==> config.mk <==
export PLATFORM = sky130hd
export DESIGN_NAME = seq_divider_core_flat
export DESIGN_NICKNAME = d
export VERILOG_FILES = /design/src/rtl/seq_divider_core_if.sv /design/src/rtl/seq_divider_core.sv /design/src/flat_wrapper.sv
export SDC_FILE = /design/constraint.sdc
export NUM_CORES = 1
export LEC_CHECK = 0
export CAP_MARGIN = 20
export CORE_MARGIN = 1
export CORE_UTILIZATION = 45
export CTS_CLUSTER_DIAMETER = 120
export DETAILED_ROUTE_END_ITERATION = 10
export PLACE_DENSITY = 0.69
export SYNTH_ARGS = -nofsm -noshare
export SYNTH_HDL_FRONTEND = slang
export SYNTH_SLANG_ARGS = --single-unit
==> constraint.sdc <==
create_clock -name clk -period 3.1 [get_ports clk]
set_input_delay 0.465 -clock clk [delete_from_list [all_inputs] [get_ports clk]]
set_output_delay 0.465 -clock clk [all_outputs]
set_load 0.05 [all_outputs]
==> src/rtl/seq_divider_core_if.sv <==
// Start/result bundle for the iterative restoring divider.
// The requester owns the start strobe and operands; the divider owns status and results.
interface seq_divider_core_if #(
    parameter int DATA_WIDTH = 8
);
    logic                  start;
    logic [DATA_WIDTH-1:0] dividend;
    logic [DATA_WIDTH-1:0] divisor;
    logic                  busy;
    logic                  done;
    logic [DATA_WIDTH-1:0] quotient;
    logic [DATA_WIDTH-1:0] remainder;
    logic                  div_by_zero;

    modport master (
        output start, dividend, divisor,
        input  busy, done, quotient, remainder, div_by_zero
    );

    modport slave (
        input  start, dividend, divisor,
        output busy, done, quotient, remainder, div_by_zero
    );
endinterface

==> src/rtl/seq_divider_core.sv <==
// Unsigned radix-2 restoring divider, one quotient bit per clock.
// Results are registered and held until the next completed operation.
module seq_divider_core #(
    parameter int DATA_WIDTH = 8
) (
    input logic               clk,
    input logic               rst,
    seq_divider_core_if.slave bus
);
    localparam int CW = (DATA_WIDTH > 2) ? $clog2(DATA_WIDTH) : 1;
    localparam logic [CW-1:0] LAST = CW'(DATA_WIDTH - 1);

    typedef enum logic [1:0] {IDLE, RUN, DONE} state_t;

    state_t                state, state_n;
    logic [DATA_WIDTH-1:0] pr, pr_n;
    logic [DATA_WIDTH-1:0] q, q_n;
    logic [DATA_WIDTH-1:0] dsr, dsr_n;
    logic [CW-1:0]         cnt, cnt_n;
    logic [DATA_WIDTH-1:0] quo, quo_n;
    logic [DATA_WIDTH-1:0] rem, rem_n;
    logic                  dbz, dbz_n;
    logic [DATA_WIDTH:0]   pr_sh;
    logic [DATA_WIDTH:0]   trial;

    // The stored partial remainder is always below the divisor, so only the
    // shifted value needs the extra bit.
    assign pr_sh = {pr, q[DATA_WIDTH-1]};
    assign trial = pr_sh - {1'b0, dsr};

    always_ff @(posedge clk) begin
        if (rst) begin
            state <= IDLE;
            pr    <= '0;
            q     <= '0;
            dsr   <= '0;
            cnt   <= '0;
            quo   <= '0;
            rem   <= '0;
            dbz   <= 1'b0;
        end else begin
            state <= state_n;
            pr    <= pr_n;
            q     <= q_n;
            dsr   <= dsr_n;
            cnt   <= cnt_n;
            quo   <= quo_n;
            rem   <= rem_n;
            dbz   <= dbz_n;
        end
    end

    always_comb begin
        state_n = state;
        pr_n    = pr;
        q_n     = q;
        dsr_n   = dsr;
        cnt_n   = cnt;
        quo_n   = quo;
        rem_n   = rem;
        dbz_n   = dbz;
        unique case (state)
            RUN: begin
                pr_n  = trial[DATA_WIDTH] ? pr_sh[DATA_WIDTH-1:0]
                                          : trial[DATA_WIDTH-1:0];
                q_n   = {q[DATA_WIDTH-2:0], ~trial[DATA_WIDTH]};
                cnt_n = cnt + 1'b1;
                if (cnt == LAST) begin
                    state_n = DONE;
                    quo_n   = q_n;
                    rem_n   = pr_n;
                    dbz_n   = 1'b0;
                end
            end
            default: begin
                if (bus.start) begin
                    dsr_n = bus.divisor;
                    pr_n  = '0;
                    q_n   = bus.dividend;
                    cnt_n = '0;
                    if (bus.divisor == '0) begin
                        state_n = DONE;
                        quo_n   = '1;
                        rem_n   = bus.dividend;
                        dbz_n   = 1'b1;
                    end else begin
                        state_n = RUN;
                    end
                end else if (state == DONE) begin
                    state_n = IDLE;
                end
            end
        endcase
    end

    assign bus.busy        = (state == RUN);
    assign bus.done        = (state == DONE);
    assign bus.quotient    = quo;
    assign bus.remainder   = rem;
    assign bus.div_by_zero = dbz;
endmodule

==> src/flat_wrapper.sv <==
// flat-port wrapper written by rule: the top's interface ports become plain ports
module seq_divider_core_flat 
#(
    parameter int DATA_WIDTH = 8
)
  (clk, rst, bus_start, bus_dividend, bus_divisor, bus_busy, bus_done, bus_quotient, bus_remainder, bus_div_by_zero);
  seq_divider_core_if #(.DATA_WIDTH(DATA_WIDTH)) bus_i ();
  input logic clk;
  input logic rst;
  input wire logic [$bits(bus_i.start)-1:0] bus_start;
  input wire logic [$bits(bus_i.dividend)-1:0] bus_dividend;
  input wire logic [$bits(bus_i.divisor)-1:0] bus_divisor;
  output wire logic [$bits(bus_i.busy)-1:0] bus_busy;
  output wire logic [$bits(bus_i.done)-1:0] bus_done;
  output wire logic [$bits(bus_i.quotient)-1:0] bus_quotient;
  output wire logic [$bits(bus_i.remainder)-1:0] bus_remainder;
  output wire logic [$bits(bus_i.div_by_zero)-1:0] bus_div_by_zero;
  assign bus_i.start = bus_start;
  assign bus_i.dividend = bus_dividend;
  assign bus_i.divisor = bus_divisor;
  assign bus_busy = bus_i.busy;
  assign bus_done = bus_i.done;
  assign bus_quotient = bus_i.quotient;
  assign bus_remainder = bus_i.remainder;
  assign bus_div_by_zero = bus_i.div_by_zero;
  seq_divider_core #(.DATA_WIDTH(DATA_WIDTH)) u_core (.clk(clk), .rst(rst), .bus(bus_i));
endmodule
# ---- Word-level counts from Yosys, hierarchy flattened
# Cells that the tools add are included.
dict set report word_totals {
  output_inout_bits 19
  reg_bits 46
  n_memories 0
  word_cells 47
  mem_bits_rw 0
  latch_bits 0
  rom_bits 0
}
dict set report op_classes {
  add_sub_neg 2
  div_mod_pow 0
  reduce_logical 7
  magnitude_cmp 0
  bitwise 2
  mux 24
  mul 0
  shifts 0
  n_eq_ne 4
}
# op count
set op_table {}
lappend op_table {{8-bit 2-to-1 mux} 13}
lappend op_table {{2-bit 2-to-1 mux} 5}
lappend op_table {{9-bit by 8-bit subtractor with 9-bit output} 1}
lappend op_table {{8-bit zero test} 1}
lappend op_table {{3-bit 2-to-1 mux} 2}
lappend op_table {{1-bit 2-to-1 mux} 4}
lappend op_table {{2-bit AND reduction} 2}
lappend op_table {{2-bit nonzero test} 2}
lappend op_table {{3-bit by 1-bit adder with 3-bit output (second input constant)} 1}
lappend op_table {{3-bit equality test (second input constant)} 1}
lappend op_table {{3-bit AND reduction} 1}
lappend op_table {{3-bit nonzero test} 1}
lappend op_table {{2-bit by 1-bit equality test with 1-bit output (second input constant)} 1}
lappend op_table {{2-bit equality test (second input constant)} 1}
lappend op_table {{2-bit by 1-bit != test with 1-bit output (second input constant)} 1}
lappend op_table {{1-bit NOT} 2}

# ---- Depth between registers and ports, before layout
dict set report depth {
  ltp_word 4
  mapped_depth 10
  depth_no_buf 10
}

# ---- Worst setup path after synthesis
# Ideal clock, no wire load.
dict set report synth_timing {
  path_type {register to register}
  start {register u_core.q[7]}
  end {register u_core.rem[0] (netlist: u_core.bus.remainder[0])}
  n_path_buf 0
  period_less_slack_ns 2.403
  t_arrival_ns 2.304
  slack_ns 0.697
  stages_incl_launch_ff 11
  setup_ns 0.100
  t_required_ns 3.000
  path_cell_list {dfxtp_1 inv_1 ha_1 inv_1 fa_1 a211o_2 nand3_2 a31o_4 xnor2_4 mux2_4 a2111oi_4}
}
dict set report synth_between {
  elab_chain_len 4
}
# item line
set synth_rtl {}
lappend synth_rtl {{start, declared} seq_divider_core.sv:17} ;# logic [DATA_WIDTH-1:0] q, q_n;
lappend synth_rtl {{start signal, assigned} seq_divider_core.sv:44} ;# q <= q_n;
lappend synth_rtl {{9-bit by 8-bit subtractor with 9-bit output} seq_divider_core.sv:29} ;# assign trial = pr_sh - {1'b0, dsr};
lappend synth_rtl {{8-bit 2-to-1 mux (*)} seq_divider_core.sv:64} ;# pr_n = trial[DATA_WIDTH] ? pr_sh[DATA_WIDTH-1:0]
lappend synth_rtl {{8-bit 2-to-1 mux (*)} seq_divider_core.sv:68} ;# if (cnt == LAST) begin
lappend synth_rtl {{8-bit 2-to-1 mux (*)} seq_divider_core.sv:62} ;# unique case (state)
lappend synth_rtl {{end signal, assigned} seq_divider_core.sv:48} ;# rem <= rem_n;
lappend synth_rtl {{end, declared} seq_divider_core.sv:21} ;# logic [DATA_WIDTH-1:0] rem, rem_n;
# Mark *: on every way between the ends. The rest lies on a longest branch, timed or not. The select of a mux whose other input is x is not followed.
# A chain may end at the register's enable or synchronous reset.

# ---- Final worst setup path
dict set report layout_timing {
  start {register u_core.q[7]}
  end {register u_core.rem[6] (netlist: u_core.bus.remainder[6])}
}
dict set report layout_between {
  elab_chain_len 4
}
# item line
set layout_rtl {}
lappend layout_rtl {{9-bit by 8-bit subtractor with 9-bit output} seq_divider_core.sv:29}
lappend layout_rtl {{8-bit 2-to-1 mux} seq_divider_core.sv:64}
lappend layout_rtl {{8-bit 2-to-1 mux} seq_divider_core.sv:68}
lappend layout_rtl {{8-bit 2-to-1 mux} seq_divider_core.sv:62}
# No other way between the ends. The select of a mux whose other input is x is not followed.

==> metrics.txt <==
status=complete, no violations; Ys Warns=0; Layout area overhead=23.3%; Clock Latency Late Sink=0.30 ns; commonest cells after routing, fill and taps aside=dfxtp_1, clkdlybuf4s50_1, nor2_1; Clock Tree Buf Depth=2; Post-Syn Nets=303; CP required=3.30 ns; I/O pin total=38; most common cell after layout, fill and taps aside=dfxtp_1; CTS Buf Count=5; syn_area_per_cell=8.59 sq um; GRT overflow=0; filler instances=457; Synth Register Bits=46; Max-slew headroom=0.401; Hold-fix buffers, CTS=0; Data arrival, critical path=2.79 ns; FMAX=386 MHz; Startpoint Class=flop; layout cell share with drive strength beyond 1=0.0779; 1st-iter DRT viols=92; post-layout min period=2.59 ns; maximum vdd drop=282 uV; EDFF count, synth=0; DR WL/cell=14.7 um; Sink Count=46; Max Cap Viol=0; top cells by area, synth=dfxtp_1, nor2_1, mux2i_1; post-synth top area share=0.393; final setup fails=0; Tot GR Track Use=0.220; max-slew violations=0; total die area=5500 sq um; largest net degree at the start of global routing=30; TritonCTS clock tree=built; HPWL after detailed placement=4100 um; CP endpoint kind=flop; Worst Path Max Fanout=4; Seq/Total Area, Yosys=0.393; DIE HEIGHT=74.2 um; antenna viol nets, final=0; Synth Flop Type=dfxtp_1; input/output buffers=37; htree depth=2; Post-Synthesis Cells=273; P_leak=1.08 nW; actual slew at the worst max-slew pin=0.892 ns; Pwr Density=519 nW/um^2; WS Path Type=flop to flop; root buffer cell=clkbuf_8; ant diodes=0; final net count=337; Post-CTS Repair Setup Buffers=0; post-CTS sizing=0; vias=2024; worst hold path type=flop to flop; 1st-pass router iterations=4; first-pass GRT wire length=8960 um; Final Power=1.50 mW; DRC Markers=0; Reg clk slew, reported paths=0.08 ns; Final Skew=0.00837 ns; setup TNS=0 ns; initial antenna violation count=0; Die X-Extent=74.2 um; Final period util=0.836; Starting Density=0.481; RSZ-0062 raised after global routing=false; Core Area=4880 sq um; fin cells=375; final hold vios=0; synthesized area=2340 sq um; largest area contributor in the netlist=dfxtp_1; Async S/R FF share, synth=0; Placed Cells incl. Taps=367; vias in the first global route=1866; row cnt=25; vias per inst=5.40; count of distinct cell types in the synthesized netlist=50; GPL Wtd Cong=0.779; routed wire length=5520 um
[state kept, by name (all words and copies together) (netlist names)]
name,count
u_core.bus.quotient,8
u_core.bus.remainder,8
u_core.dsr,8
u_core.pr,8
u_core.q,8
u_core.cnt,3
u_core.state,2
u_core.bus.div_by_zero,1
[final cells by class]
cell class	instances	area, sq um	share of cell area
Multi-Input combinational cell	199	1320	0.455
Clock buffer	6	72.6	0.0251
Sequential cell	46	921	0.319
Clock inverter	2	37.5	0.0130
Tap cell	67	83.8	0.0290
Timing Repair Buffer	43	415	0.144
Inverter	12	45.0	0.0156
[critical path: stages (launching register included)]
cell and delay, ns:
dfxtp_1 0.33, inv_1 0.07, ha_1 0.16, inv_1 0.05, fa_1 0.40, a211o_2 0.34, nand3_2 0.11, a31o_4 0.20
xor2_1 0.29, a22oi_1 0.18, a2111oi_2 0.37
[where the power goes]
part	internal [mW]	leakage [nW]	switching, mW
logic	0.187	0.659	0.224
registers	0.619	0.375	0.0263
clock network	0.241	0.0514	0.203
[cells by family after synthesis]
family          Yosys count  share of synthesized area
simple gates             98                      0.191
compound gates           69                      0.211
flops                    46                      0.393
buf+inv                  28                     0.0464
mux                      15                     0.0667
fa+ha+maj                11                     0.0619
xor+xnor                  6                     0.0304
[cell usage after synthesis (all sizes together) (2+ instances only)]
library cell / instances
dfxtp: 46
nor2: 36
nand2: 26
a21oi: 19
a211oi: 13
clkbuf: 13
mux2i: 13
inv: 12
o21ai: 12
ha: 10
nand3: 10
nor3: 6
a2111oi: 5
nor2b: 5
a31oi: 4
nand3b: 4
xor2: 4
buf: 3
and3: 2
mux2: 2
nand2b: 2
o21a: 2
or2: 2
or3: 2
xnor2: 2
[metal layers]
metal,vias to the layer above,part of all wire,GRT usage,wire (um)
met5,-,0,0,0
met2,42,0.45,0.340,2460
met3,6,0.032,0.0407,178
met4,0,0.012,0.0705,68
li1,1038,-,-,-
met1,938,0.51,0.311,2810
[stage by stage]
step / setup slack, ns / utilization / area, sq um / hold slack [ns]
6_report: 0.509 / 0.592 / 2890 / 0.457
5_1_grt: 0.296 / 0.592 / 2890 / 0.483
3_5_place_dp: 0.518 / 0.570 / 2780 / 0.450
3_3_place_gp: 0.624 / 0.570 / 2780 / 0.444
4_1_cts: 0.494 / 0.592 / 2890 / 0.461
2_1_floorplan: 0.697 / - / 2340 / 0.436
[worst paths after layout]
check                       endpoint           from  cells past startpoint  slack [ns]
max          u_core.bus.remainder[6]    u_core.q[7]                     10        0.51
min                    u_core.dsr[5]  u_core.dsr[5]                      2        0.46
max reg2reg  u_core.bus.remainder[6]    u_core.q[7]                     10        0.51
min reg2reg            u_core.dsr[5]  u_core.dsr[5]                      2        0.46
Power figures use the tool's default switching activity.
==> RTL change 1 (same settings) <==
`DATA_WIDTH` is set to 8 in 3 places; all go to 32.
--- a/src/rtl/seq_divider_core_if.sv
+++ b/src/rtl/seq_divider_core_if.sv
@@ -1,7 +1,7 @@
 // Start/result bundle for the iterative restoring divider.
 // The requester owns the start strobe and operands; the divider owns status and results.
 interface seq_divider_core_if #(
-    parameter int DATA_WIDTH = 8
+    parameter int DATA_WIDTH = 32
 );
     logic                  start;
     logic [DATA_WIDTH-1:0] dividend;
--- a/src/rtl/seq_divider_core.sv
+++ b/src/rtl/seq_divider_core.sv
@@ -1,7 +1,7 @@
 // Unsigned radix-2 restoring divider, one quotient bit per clock.
 // Results are registered and held until the next completed operation.
 module seq_divider_core #(
-    parameter int DATA_WIDTH = 8
+    parameter int DATA_WIDTH = 32
 ) (
     input logic               clk,
     input logic               rst,
--- a/src/flat_wrapper.sv
+++ b/src/flat_wrapper.sv
@@ -1,7 +1,7 @@
 // flat-port wrapper written by rule: the top's interface ports become plain ports
 module seq_divider_core_flat 
 #(
-    parameter int DATA_WIDTH = 8
+    parameter int DATA_WIDTH = 32
 )
   (clk, rst, bus_start, bus_dividend, bus_divisor, bus_busy, bus_done, bus_quotient, bus_remainder, bus_div_by_zero);
   seq_divider_core_if #(.DATA_WIDTH(DATA_WIDTH)) bus_i ();
Ports: changed (resized bus_dividend, bus_divisor, bus_quotient and bus_remainder); port bits go from 38 to 134. The function was not compared with the original's and may differ.
==> RTL change 1 against the unedited design <==
  * Area after synthesis rose to 3.6 times the old value
  * Sequential share of layout area down 1.2 points
  * Die area rose to 3.5 times the old value
  * Sequential cell count is 122 higher
  * Synthesized cell count rose to 3.8 times the old value
  * Setup slack worse by 0.45 ns
  * Wire length rose to 4.3 times the old value
  * Design area rose to 3.8 times the old value
  * Total power rose to 3.9 times the old value
  * First-iteration DRC count grew to 6.2 times the old value
  * Clock power rose to 4.7 times the old value
  * Utilization up 0.82 points
  * Global-route usage grew 2.6 points
==> RTL change 1: results (changes against the unedited design) <==
The placement-stage cell area came out at 0.01019 mm² (was 0.002780 mm²). The total number of H-tree levels came to 4 (was 2). The clock latency on the worst-skew pair came out at 0.43 ns (was 0.30 ns). The DRC violation total after the first TritonRoute iteration came out at 571 (was 92). The root buffer selected by CTS was clkbuf_16 (was clkbuf_8). The share of the yosys chip area belonging to registers was 0.3949 (was 0.3927). The number of nets in the synthesized netlist came to 1153 (was 303). The placed wire-length estimate after detailed placement was 16640 µm (was 4097 µm). The critical path arrival is 3.40 ns (was 2.79 ns).

The count of synthesis-stage warnings from yosys was 0 (unchanged). The leakage power was 4.221 nW (was 1.085 nW). The largest vdd supply drop is 0.4546 mV (was 0.2816 mV). The length of the first detailed-routing pass in iterations is 5 (was 4). The post-detailed-route wirelength per cell came out at 16.70 µm (was 14.71 µm).

The top cell type's share of synthesized area was 0.3949 (was 0.3927). The share of cells above drive strength 1 came out at 0.1043 (was 0.07792). The path class of the lowest-slack min-delay path is reg -> reg (unchanged). The clock-pin slew reported for the worst setup and hold paths after clock tree synthesis is 0.07 ns. The routability congestion estimate is 0.8983 (was 0.7786). The global-route wire length before repair came out at 38160 µm (was 8956 µm). The logic depth of the worst register-to-register path came out at 16 (was 10).

The routed via count came out at 7926 (was 2024). The post-place setup slack is -0.02586 ns (was 0.5179 ns). The depth of the worst hold-timing path is 2 (unchanged). The global-route total usage across every layer came to 0.2462 (was 0.2205). Status: finished, final reports clean (unchanged). The cell accounting for the most synthesized area is dfxtp_1 (unchanged).

The number of different library cells in the post-synthesis netlist was 62 (was 50). Synth top area cells: dfxtp_1, a21oi_1, a211oi_1 (was dfxtp_1, nor2_1, mux2i_1). The number of I/O port buffers is 133 (was 37). The actual transition at the worst max-transition pin is 0.8768 ns (was 0.8918 ns).

The clock buffer count from CTS came out at 17 (was 5). The total inserted antenna cells came to 0 (unchanged). The number of nets in the final layout is 1278 (was 337).

The fraction of registers with async set or reset after synthesis was 0 (unchanged). The total wire length after detailed routing came to 23680 µm (was 5515 µm). The maximum number of pins on one net before global-route repair came to 108 (was 30). The clock skew after layout is 0.005796 ns (was 0.008373 ns). The maximum buffer depth of the clock tree is 2 (unchanged). The number of global-route vias before repair is 7586 (was 1866).

The initial antenna violation count is 0 (unchanged). Commonest cells in the netlist: dfxtp_1, nand2_1, a21oi_1 (was dfxtp_1, nor2_1, nand2_1). The average cell area after synthesis is 8.102 µm² (was 8.589 µm²). The largest fanout on the critical path came out at 9 (was 4).
==> RTL change 1: layout make-up <==
| class | count | area (µm²) |
|---|---|---|
| Tap cell | 229 | 286.5 |
| Clock buffer | 17 | 425.4 |
| Multi-Input combinational cell | 772 | 4866 |
| Fill cell | 1608 | 7300 |
| Inverter | 39 | 146.4 |
| Sequential cell | 168 | 3363 |
| Timing Repair Buffer | 178 | 1739 |
| Clock inverter | 15 | 143.9 |
==> RTL change 1: worst paths after layout <==
path	start	end	slack [ns]
worst min register to register	u_core.dsr[10]$_SDFFE_PP0P_	u_core.dsr[10]$_SDFFE_PP0P_	0.45
worst min-delay path	u_core.dsr[10]$_SDFFE_PP0P_	u_core.dsr[10]$_SDFFE_PP0P_	0.45
worst max-delay path	u_core.q[31]$_SDFFE_PP0P_	u_core.bus.remainder[20]$_SDFFE_PP0P_	0.06
worst max register to register	u_core.q[31]$_SDFFE_PP0P_	u_core.bus.remainder[20]$_SDFFE_PP0P_	0.06
==> RTL change 1: kinds of logic after synthesis <==
family / after synthesis / share of synthesized area
AO/OA/AOI/OAI: 323 / 0.2373
flip-flops: 168 / 0.3949
XOR/XNOR: 29 / 0.03071
AND/OR/NAND/NOR: 332 / 0.1709
multiplexers: 53 / 0.06230
buffers and inverters: 111 / 0.05157
adder cells (fa/ha/maj): 35 / 0.05231
==> RTL change 1: worst max-delay path: stages, from the launching register on <==
cell,delay (ns)
dfxtp_1,0.32
inv_1,0.05
ha_2,0.16
inv_1,0.05
fa_2,0.35
and3_4,0.17
o2111ai_2,0.21
a21oi_2,0.09
o211ai_1,0.29
a21oi_2,0.14
xor2_4,0.18
buf_4,0.16
buf_4,0.15
nand3_1,0.08
o31ai_1,0.09
or3_1,0.36
a21oi_2,0.11
==> RTL change 1: stage by stage <==
step                hold WS, ns    util
floorplan                0.4363       -
global placement         0.4457  0.5575
detailed placement       0.4475  0.5575
CTS                      0.4524  0.5901
global route             0.4744  0.6005
finish                   0.4549  0.6005
==> RTL change 1: where the power goes <==
part	switching [mW]	total, mW	internal (mW)
clock	0.953	2.08	1.13
sequential	0.0553	2.30	2.25
combinational	0.773	1.40	0.628
==> RTL change 1: per-layer routing <==
layer | global-route usage | vias to the layer above | wire (µm)
met5 | 0 | - | 0
met4 | 0.08329 | 0 | 562
met3 | 0.04646 | 32 | 1185
met2 | 0.4200 | 217 | 11620
met1 | 0.3116 | 3712 | 10310
li1 | - | 3965 | -
==> RTL change 1: timing repair <==
item | CTS | global route
hold buffers | 0 | 0
cloned | 0 | 1
resized for setup | 1 | 27
endpoints found under the setup margin | 19 | 49
buffers inserted | 3 | 4
pin swaps | 0 | 6
==> RTL change 2 (same settings) <==
Made on the original files. The 3 states of `state_t` get a one-hot encoding in 3 bits.
--- a/src/rtl/seq_divider_core.sv
+++ b/src/rtl/seq_divider_core.sv
@@ -10,7 +10,7 @@
     localparam int CW = (DATA_WIDTH > 2) ? $clog2(DATA_WIDTH) : 1;
     localparam logic [CW-1:0] LAST = CW'(DATA_WIDTH - 1);
 
-    typedef enum logic [1:0] {IDLE, RUN, DONE} state_t;
+    typedef enum logic [2:0] {IDLE = 3'b001, RUN = 3'b010, DONE = 3'b100} state_t;
 
     state_t                state, state_n;
     logic [DATA_WIDTH-1:0] pr, pr_n;
Check against the original RTL: same outputs for any inputs over 10 cycles, from zero or initial values and one cycle with rst high; not proved beyond that.
==> RTL change 2 against the unedited design <==
  * Sequential cell count is 1 higher
  * Design area is 8.9% higher
  * Critical path depth stayed put
  * Global-route usage is 0.40 points higher
  * Setup slack worse by 0.11 ns
  * Wire length is 21% higher
  * Sequential share of layout area is 2.0 points lower
  * Critical path type unchanged
  * Total power is 16% lower
  * Area after synthesis is 14% higher
==> RTL change 2: results (changes against the unedited design) <==
The leakage power is 1.216 nW (was 1.085 nW). The number of different library cells in the post-synthesis netlist came out at 55 (was 50). Synth top area cells: dfxtp_1, a211oi_1, nand2_1 (was dfxtp_1, nor2_1, mux2i_1). The post-detailed-route wirelength per cell came out at 16.09 µm (was 14.71 µm). The placed wire-length estimate after detailed placement came out at 4873 µm (was 4097 µm). The maximum number of pins on one net before global-route repair was 41 (was 30). The routed length on met2 was 3205 µm (was 2455 µm). The global-route total usage across every layer came out at 0.2245 (was 0.2205).

The family with the most delay on the worst path is adder cells (was compound AO/OA/AOI/OAI gates). The via count normalized by instance count is 5.867 (was 5.397). The number of nets in the final layout came to 372 (was 337). The routability congestion estimate is 0.7834 (was 0.7786). The global-route wire length before repair is 10830 µm (was 8956 µm). The largest vdd supply drop is 0.2720 mV (was 0.2816 mV).

Status: finished, final reports clean (unchanged). The fraction of synthesized cell area in xor and xnor cells is 0.009795 (was 0.03042). The share of the yosys chip area belonging to registers came out at 0.3507 (was 0.3927). The adder-cell area share of the yosys netlist came out at 0.05410 (was 0.06190). The clock skew after layout came out at 0.01266 ns (was 0.008373 ns). The largest fanout on the critical path came out at 7 (was 4). Commonest cells in the netlist: dfxtp_1, nand2_1, nor2_1 (was dfxtp_1, nor2_1, nand2_1). The routed length on met1 is 3004 µm (was 2813 µm). The DRC violation total after the first TritonRoute iteration is 190 (was 92). The x dimension of the die came to 79.21 µm (was 74.19 µm).

The met3 wirelength from detailed routing came out at 395 µm (was 178 µm). The multiplexer area fraction after synthesis is 0.06763 (was 0.06670). The share of cells above drive strength 1 is 0.1137 (was 0.07792).
[RTL change 2: cell count changes in the layout (fill, tap and decap cells not counted), sizes merged, moves of 6 or more]
cell	before	now
a211oi	13	19
nand2	26	35
nand3	10	20
nand4	1	8
o211ai	1	14
o21ai	12	5
[RTL change 2: final cells by class]
class                      count  area, µm²
fill                         540       2494
multi-input combinational    232       1568
clock buffer                   6      72.57
tap                           72      90.09
sequential                    47      940.9
clock inverter                 2      12.51
inverter                      13      48.80
timing repair buffer          43      415.4
[RTL change 2: per-stage QoR]
stage               area, µm²  setup slack [ns]    util  instances
floorplan                2683            0.8712       -        314
global placement         3063            0.3863  0.5429        407
detailed placement       3063            0.3965  0.5429        407
CTS                      3148            0.3810  0.5580        415
global route             3148            0.2098  0.5580        415
finish                   3148            0.4034  0.5580        415
[RTL change 2: final timing paths]
| path | from | endpoint | slack (ns) | cells past startpoint |
|---|---|---|---|---|
| worst min register to register | u_core.dsr[3]$_SDFFE_PP0P_ | u_core.dsr[3]$_SDFFE_PP0P_ | 0.46 | 2 |
| worst max-delay path | u_core.q[7]$_SDFFE_PP0N_ | u_core.pr[4]$_SDFFE_PP0N_ | 0.40 | 10 |
| worst min-delay path | u_core.dsr[3]$_SDFFE_PP0P_ | u_core.dsr[3]$_SDFFE_PP0P_ | 0.46 | 2 |
| worst max register to register | u_core.q[7]$_SDFFE_PP0N_ | u_core.pr[4]$_SDFFE_PP0N_ | 0.40 | 10 |
[RTL change 2: cell families after synthesis]
family,after synthesis
buffers and inverters,35
AND/OR/NAND/NOR,124
flip-flops,47
XOR/XNOR,3
AO/OA/AOI/OAI,78
multiplexers,16
adder cells (fa/ha/maj),11
[RTL change 2: metal layers]
metal	vias to the layer above	GRT usage
li1	1211	-
met1	1149	0.3006
met2	68	0.3672
met3	7	0.04713
met4	0	0.05273
met5	-	0
[RTL change 2: report_power, final]
part	internal [mW]	switching, mW
clock	0.158	0.217
combinational	0.0953	0.159
sequential	0.623	0.0129
total	0.877	0.389
[RTL change 2: worst register-to-register path, stage by stage (launching register included)]
cell,delay [ns]
dfxtp_1,0.32
inv_1,0.10
ha_1,0.16
inv_1,0.05
fa_1,0.40
a211oi_1,0.44
nor3_2,0.15
mux2i_4,0.25
nor2_2,0.36
buf_4,0.26
o211ai_2,0.09
